File: src/rtl/dffram_nibble_sequencer.sv
// Byte-command front-end for the nibble-wide 2R1W DFF RAM.
// Handshake semantics (both channels): a transfer happens on a rising clk edge
// where valid and ready are both high; the producer holds valid and payload
// stable until that edge, and ready never depends on valid.
// A write byte is split into a lo-nibble then hi-nibble write on port A; a read
// fetches lo then hi nibbles from ports A and B and returns two bytes.
// All ram_* outputs are registers, so cmd_* inputs never reach the RAM
// combinationally.
module dffram_nibble_sequencer #(
    parameter int RD_LAT = 0,
    parameter int AW     = 4
) (
    input  logic          clk,
    input  logic          rst_n,
    input  logic          cmd_valid,
    output logic          cmd_ready,
    input  logic          cmd_write,
    input  logic [AW-1:0] cmd_addr_a,
    input  logic [AW-1:0] cmd_addr_b,
    input  logic [7:0]    cmd_wdata,
    output logic          rsp_valid,
    input  logic          rsp_ready,
    output logic [7:0]    rsp_data_a,
    output logic [7:0]    rsp_data_b,
    output logic [AW-1:0] ram_addr_a,
    output logic [AW-1:0] ram_addr_b,
    output logic [3:0]    ram_wdata,
    output logic          ram_lohi_a,
    output logic          ram_lohi_b,
    output logic          ram_w_en,
    input  logic [3:0]    ram_rdata_a,
    input  logic [3:0]    ram_rdata_b,
    output logic          busy
);

    typedef enum logic [2:0] {
        IDLE     = 3'd0,
        WR_LO    = 3'd1,
        WR_HI    = 3'd2,
        RD_LO    = 3'd3,
        RD_HI    = 3'd4,
        RD_DRAIN = 3'd5,
        RSP      = 3'd6
    } state_t;

    state_t        state_q;

    // Latched command; the lo write nibble goes straight into ram_wdata_q at accept.
    logic [AW-1:0] addr_a_q;
    logic [AW-1:0] addr_b_q;
    logic [3:0]    wdata_hi_q;

    // Registered RAM-side outputs.
    logic [AW-1:0] ram_addr_a_q;
    logic [AW-1:0] ram_addr_b_q;
    logic [3:0]    ram_wdata_q;
    logic          ram_lohi_a_q;
    logic          ram_lohi_b_q;
    logic          ram_w_en_q;

    // Response bytes, assembled nibble by nibble and held until the next read.
    logic [7:0]    rsp_a_q;
    logic [7:0]    rsp_b_q;

    // Sequencer FSM: state, command latch, RAM output registers and read capture.
    always_ff @(posedge clk) begin
        if (!rst_n) begin
            state_q      <= IDLE;
            addr_a_q     <= '0;
            addr_b_q     <= '0;
            wdata_hi_q   <= '0;
            ram_addr_a_q <= '0;
            ram_addr_b_q <= '0;
            ram_wdata_q  <= '0;
            ram_lohi_a_q <= 1'b0;
            ram_lohi_b_q <= 1'b0;
            ram_w_en_q   <= 1'b0;
            rsp_a_q      <= 8'h00;
            rsp_b_q      <= 8'h00;
        end else begin
            // RAM outputs idle at zero unless the next state drives them.
            ram_addr_a_q <= '0;
            ram_addr_b_q <= '0;
            ram_wdata_q  <= '0;
            ram_lohi_a_q <= 1'b0;
            ram_lohi_b_q <= 1'b0;
            ram_w_en_q   <= 1'b0;
            case (state_q)
                IDLE: begin
                    if (cmd_valid) begin
                        addr_a_q   <= cmd_addr_a;
                        addr_b_q   <= cmd_addr_b;
                        wdata_hi_q <= cmd_wdata[7:4];
                        ram_addr_a_q <= cmd_addr_a;
                        if (cmd_write) begin
                            // RAM writes bits[3:0] when lohi_a=1.
                            state_q      <= WR_LO;
                            ram_w_en_q   <= 1'b1;
                            ram_lohi_a_q <= 1'b1;
                            ram_wdata_q  <= cmd_wdata[3:0];
                        end else begin
                            state_q      <= RD_LO;
                            ram_addr_b_q <= cmd_addr_b;
                        end
                    end
                end
                WR_LO: begin
                    state_q      <= WR_HI;
                    ram_w_en_q   <= 1'b1;
                    ram_addr_a_q <= addr_a_q;
                    ram_wdata_q  <= wdata_hi_q;
                end
                WR_HI: begin
                    state_q <= IDLE;
                end
                RD_LO: begin
                    if (RD_LAT == 0) begin
                        rsp_a_q[3:0] <= ram_rdata_a;
                        rsp_b_q[3:0] <= ram_rdata_b;
                    end
                    state_q      <= RD_HI;
                    ram_addr_a_q <= addr_a_q;
                    ram_addr_b_q <= addr_b_q;
                    ram_lohi_a_q <= 1'b1;
                    ram_lohi_b_q <= 1'b1;
                end
                RD_HI: begin
                    if (RD_LAT == 0) begin
                        rsp_a_q[7:4] <= ram_rdata_a;
                        rsp_b_q[7:4] <= ram_rdata_b;
                        state_q      <= RSP;
                    end else begin
                        // Buffered RAM: the lo nibble arrives one cycle late.
                        rsp_a_q[3:0] <= ram_rdata_a;
                        rsp_b_q[3:0] <= ram_rdata_b;
                        state_q      <= RD_DRAIN;
                        ram_addr_a_q <= addr_a_q;
                        ram_addr_b_q <= addr_b_q;
                        ram_lohi_a_q <= 1'b1;
                        ram_lohi_b_q <= 1'b1;
                    end
                end
                RD_DRAIN: begin
                    rsp_a_q[7:4] <= ram_rdata_a;
                    rsp_b_q[7:4] <= ram_rdata_b;
                    state_q      <= RSP;
                end
                RSP: begin
                    if (rsp_ready) begin
                        state_q <= IDLE;
                    end
                end
                default: begin
                    state_q <= IDLE;
                end
            endcase
        end
    end

    // Status and channel outputs decoded from the registered state.
    assign cmd_ready  = rst_n && (state_q == IDLE);
    assign rsp_valid  = (state_q == RSP);
    assign busy       = (state_q != IDLE);
    assign rsp_data_a = rsp_a_q;
    assign rsp_data_b = rsp_b_q;
    assign ram_addr_a = ram_addr_a_q;
    assign ram_addr_b = ram_addr_b_q;
    assign ram_wdata  = ram_wdata_q;
    assign ram_lohi_a = ram_lohi_a_q;
    assign ram_lohi_b = ram_lohi_b_q;
    assign ram_w_en   = ram_w_en_q;

endmodule

File: config.mk
export PLATFORM = sky130hd
export DESIGN_NAME = dffram_nibble_sequencer
export DESIGN_NICKNAME = d
export VERILOG_FILES = /design/src/rtl/dffram_nibble_sequencer.sv
export SDC_FILE = /design/constraint.sdc
export NUM_CORES = 1
export LEC_CHECK = 0
export BUFFER_PORTS_ARGS = -buffer_cell sky130_fd_sc_hd__buf_2
export CAP_MARGIN = 20
export CORE_MARGIN = 2
export CORE_UTILIZATION = 52
export DETAILED_ROUTE_END_ITERATION = 16
export PLACE_DENSITY = 0.85
export SETUP_SLACK_MARGIN = 0.3
export SLEW_MARGIN = 25
export SYNTH_ARGS = -nofsm -noshare
export SYNTH_HDL_FRONTEND = slang
export SYNTH_SLANG_ARGS = --single-unit
File: constraint.sdc
create_clock -name clk -period 1.95 [get_ports clk]
set_input_delay 0.39 -clock clk [delete_from_list [all_inputs] [get_ports clk]]
set_output_delay 0.39 -clock clk [all_outputs]
set_load 0.03 [all_outputs]
==> out/metrics.cfg <==
[synthesis]
avgSynthCellArea_um2 = 9.381
ys.warnings.count = 0
synth_nets = 218
synthesis.area_um2 = 1773
yosysSeqAreaShare_pct = 51.94
synth_cell_types = 25
syn-instance-count = 189
ys_ff_latch = 46

[critical_path]
endpoint_kind = output pin
critPathMaxStageDelay_ns = 0.40
crit_family = flip-flops
r2r_end = ram_addr_a[3]
crit_required_ns = 1.56
cp_num_buf_inv = 1
path_cells = nor3_4 -> and2_4 -> buf_6
path_class = flop to output pin
r2r_slack_ns = 0.37
slowest_stage = dfxtp_4
reg2reg_depth = 6
cp_data_arrival_time_ns = 1.23
path_max_fanout = 6
critPathLaunchType = flop
r2r-start = state_q[1]

[grt]
grt_usage_pct = 19.94
grt_pass1_wl_um = 6127
grt_max_degree = 20
grt_pass1_vias = 1400
antenna_found_initial = 0
grt_overflow_total = 0

[sta]
relSlewSlack_pct = 65.20
fin_crit_ns = 1.624
slew_violations = 0
fin_skew_ns = 0.009498
max_freq_ghz = 0.6157
worst_pin_slew_ns = 0.5220
grt_setup_unrepaired = true
finalSetupViolations = 0
hold_viol = 0
final.setup.tns_ns = 0
post-route-period-util_pct = 83.29

[placement]
port_buffers = 62
hpwl_um = 2465
gp_congestion = 0.7962

[route]
num_vias = 1515
drc = 0
ant_nets = 0
vias_per_cell = 4.903
wirelength_um = 3755
drt-initial-drc-count = 51
dr.pass1.iters = 4
wl_per_cell_um = 12.15

[power_and_ir_drop]
max-vdd-ir-drop_uv = 480.2
powerDensity_nw_per_um2 = 771.5
p_leak_nw = 1.075

[floorplan]
core.rowCount = 21
die_area_um2 = 3893
die_width_um = 62.39
io_pins = 63
start_util_pct = 53.55
die_y_um = 62.39
core_area_um2 = 3311

[finish]
drive_gt1_share_pct = 34.98
area_growth_syn_to_layout_pct = 28.23
layout_commonest_cell = buf_2
utilization_pct = 68.67
diodes = 0
n_fill_cell = 262
final_cell_mix = buf_2 (60), nand2_1 (47), dfxtp_1 (43)
finalNetCount = 291

[job]
drv_cap = 0

[cts]
cts_max_path_buffers = 2
cts-htree-levels = 2
cts.clk_slew.worst_paths_ns = 0.12
cts_made_buffers = 5
clock_latency_ns = 0.36
cts_tree = yes
cts_sinks = 46
cts-root-buf = clkbuf_4

[hold_path]
hold_end = wdata_hi_q[1]
hp-class = input pin to flop
hold_start = cmd_wdata[5]
whs_path_depth = 3

[outcome]
run_status = finished, final reports clean

[logic make-up after synthesis]
kind of cell / count (synthesis) / share of synthesized area [%]
mux: 8 / 4.517
buf+inv: 15 / 5.010
flops: 46 / 51.94
xor+xnor: 1 / 0.4941
compound gates: 38 / 15.53
simple gates: 81 / 22.51
[registers in the layout (all words and copies together) (netlist names)]
signal,count
addr_a_q,4
ram_lohi_b,1
ram_wdata,4
addr_b_q,4
rsp_data_a,8
ram_addr_a,4
wdata_hi_q,4
state_q,3
ram_addr_b,4
ram_lohi_a,1
ram_w_en,1
rsp_data_b,8
[per-layer routing]
metal | vias up | track usage, % | routed length (um)
li1 | 774 | - | -
met2 | 43 | 34.24 | 1864
met4 | 0 | 9.167 | 91
met3 | 10 | 6.126 | 189
met1 | 688 | 22.79 | 1609
met5 | - | 0 | 0
[worst max path at each step]
stage                from       endpoint  cells past startpoint
2_1_floorplan  state_q[0]      rsp_valid                      2
3_5_place_dp   state_q[1]      rsp_valid                      3
3_3_place_gp   state_q[1]      rsp_valid                      3
6_report       state_q[0]      cmd_ready                      3
5_1_grt        state_q[1]  ram_addr_a[3]                      6
4_1_cts        state_q[2]      cmd_ready                      3
[report_power, final]
part / internal, W / total, W / switching [W]
Sequential: 0.000977 / 0.000998 / 0.0000202
Combinational: 0.000125 / 0.000290 / 0.000165
Clock: 0.000175 / 0.000466 / 0.000291
Total: 0.00128 / 0.00175 / 0.000477
[what timing repair did]
action / CTS / global route
setup buffers: 8 / 5
hold buffers: 0 / 0
gates cloned: 0 / 0
endpoints found under the setup margin: 3 / 13
resized for setup: 11 / 1
pin swaps: 0 / 2
[worst register-to-register path: stages (launching register included)]
cell,delay (ns)
dfxtp_4,0.38
buf_4,0.13
buf_4,0.15
nor4b_4,0.40
buf_4,0.23
nand2_1,0.09
a21oi_1,0.14
[metrics by stage]
stage	instance area, um2	setup slack (ns)	cells	hold WS (ns)	total power [W]
2_1_floorplan	1773	0.3052	189	0.4347	0.001196
3_3_place_gp	2086	0.4552	288	0.4406	0.001266
3_5_place_dp	2086	0.4045	288	0.4449	0.001270
4_1_cts	2233	0.3010	304	0.2503	0.001734
5_1_grt	2273	0.2281	309	0.2511	0.001829
6_report	2273	0.3258	309	0.2525	0.001754
[final cells by class]
type / count / area (um2) / share of cell area [%]
Clock buffer: 7 / 55.05 / 2.422
Clock inverter: 1 / 5.005 / 0.2201
Inverter: 3 / 11.26 / 0.4953
Multi-Input combinational cell: 128 / 777.0 / 34.18
Sequential cell: 46 / 932.1 / 41.00
Tap cell: 46 / 57.56 / 2.532
Timing Repair Buffer: 78 / 435.4 / 19.15
[synth_stat cells, drive strengths merged]
library cell,n,share of area [%]
and3b,1,0.49
nor2,10,2.1
o21ai,3,0.85
mux2i,8,4.5
xnor2,1,0.49
nor3b,2,0.85
clkbuf,5,1.1
nand2b,1,0.35
nand3b,1,0.42
a21boi,22,9.3
nor4b,1,1.3
and3,1,0.35
or4b,1,0.78
dfxtp,46,52
nor3,1,0.56
inv,3,0.64
buf,7,3.3
nand2,47,10
a21oi,5,1.4
a32oi,8,4.0
nor2b,12,4.2
and2,3,1.1
Power figures use the tool's default switching activity.
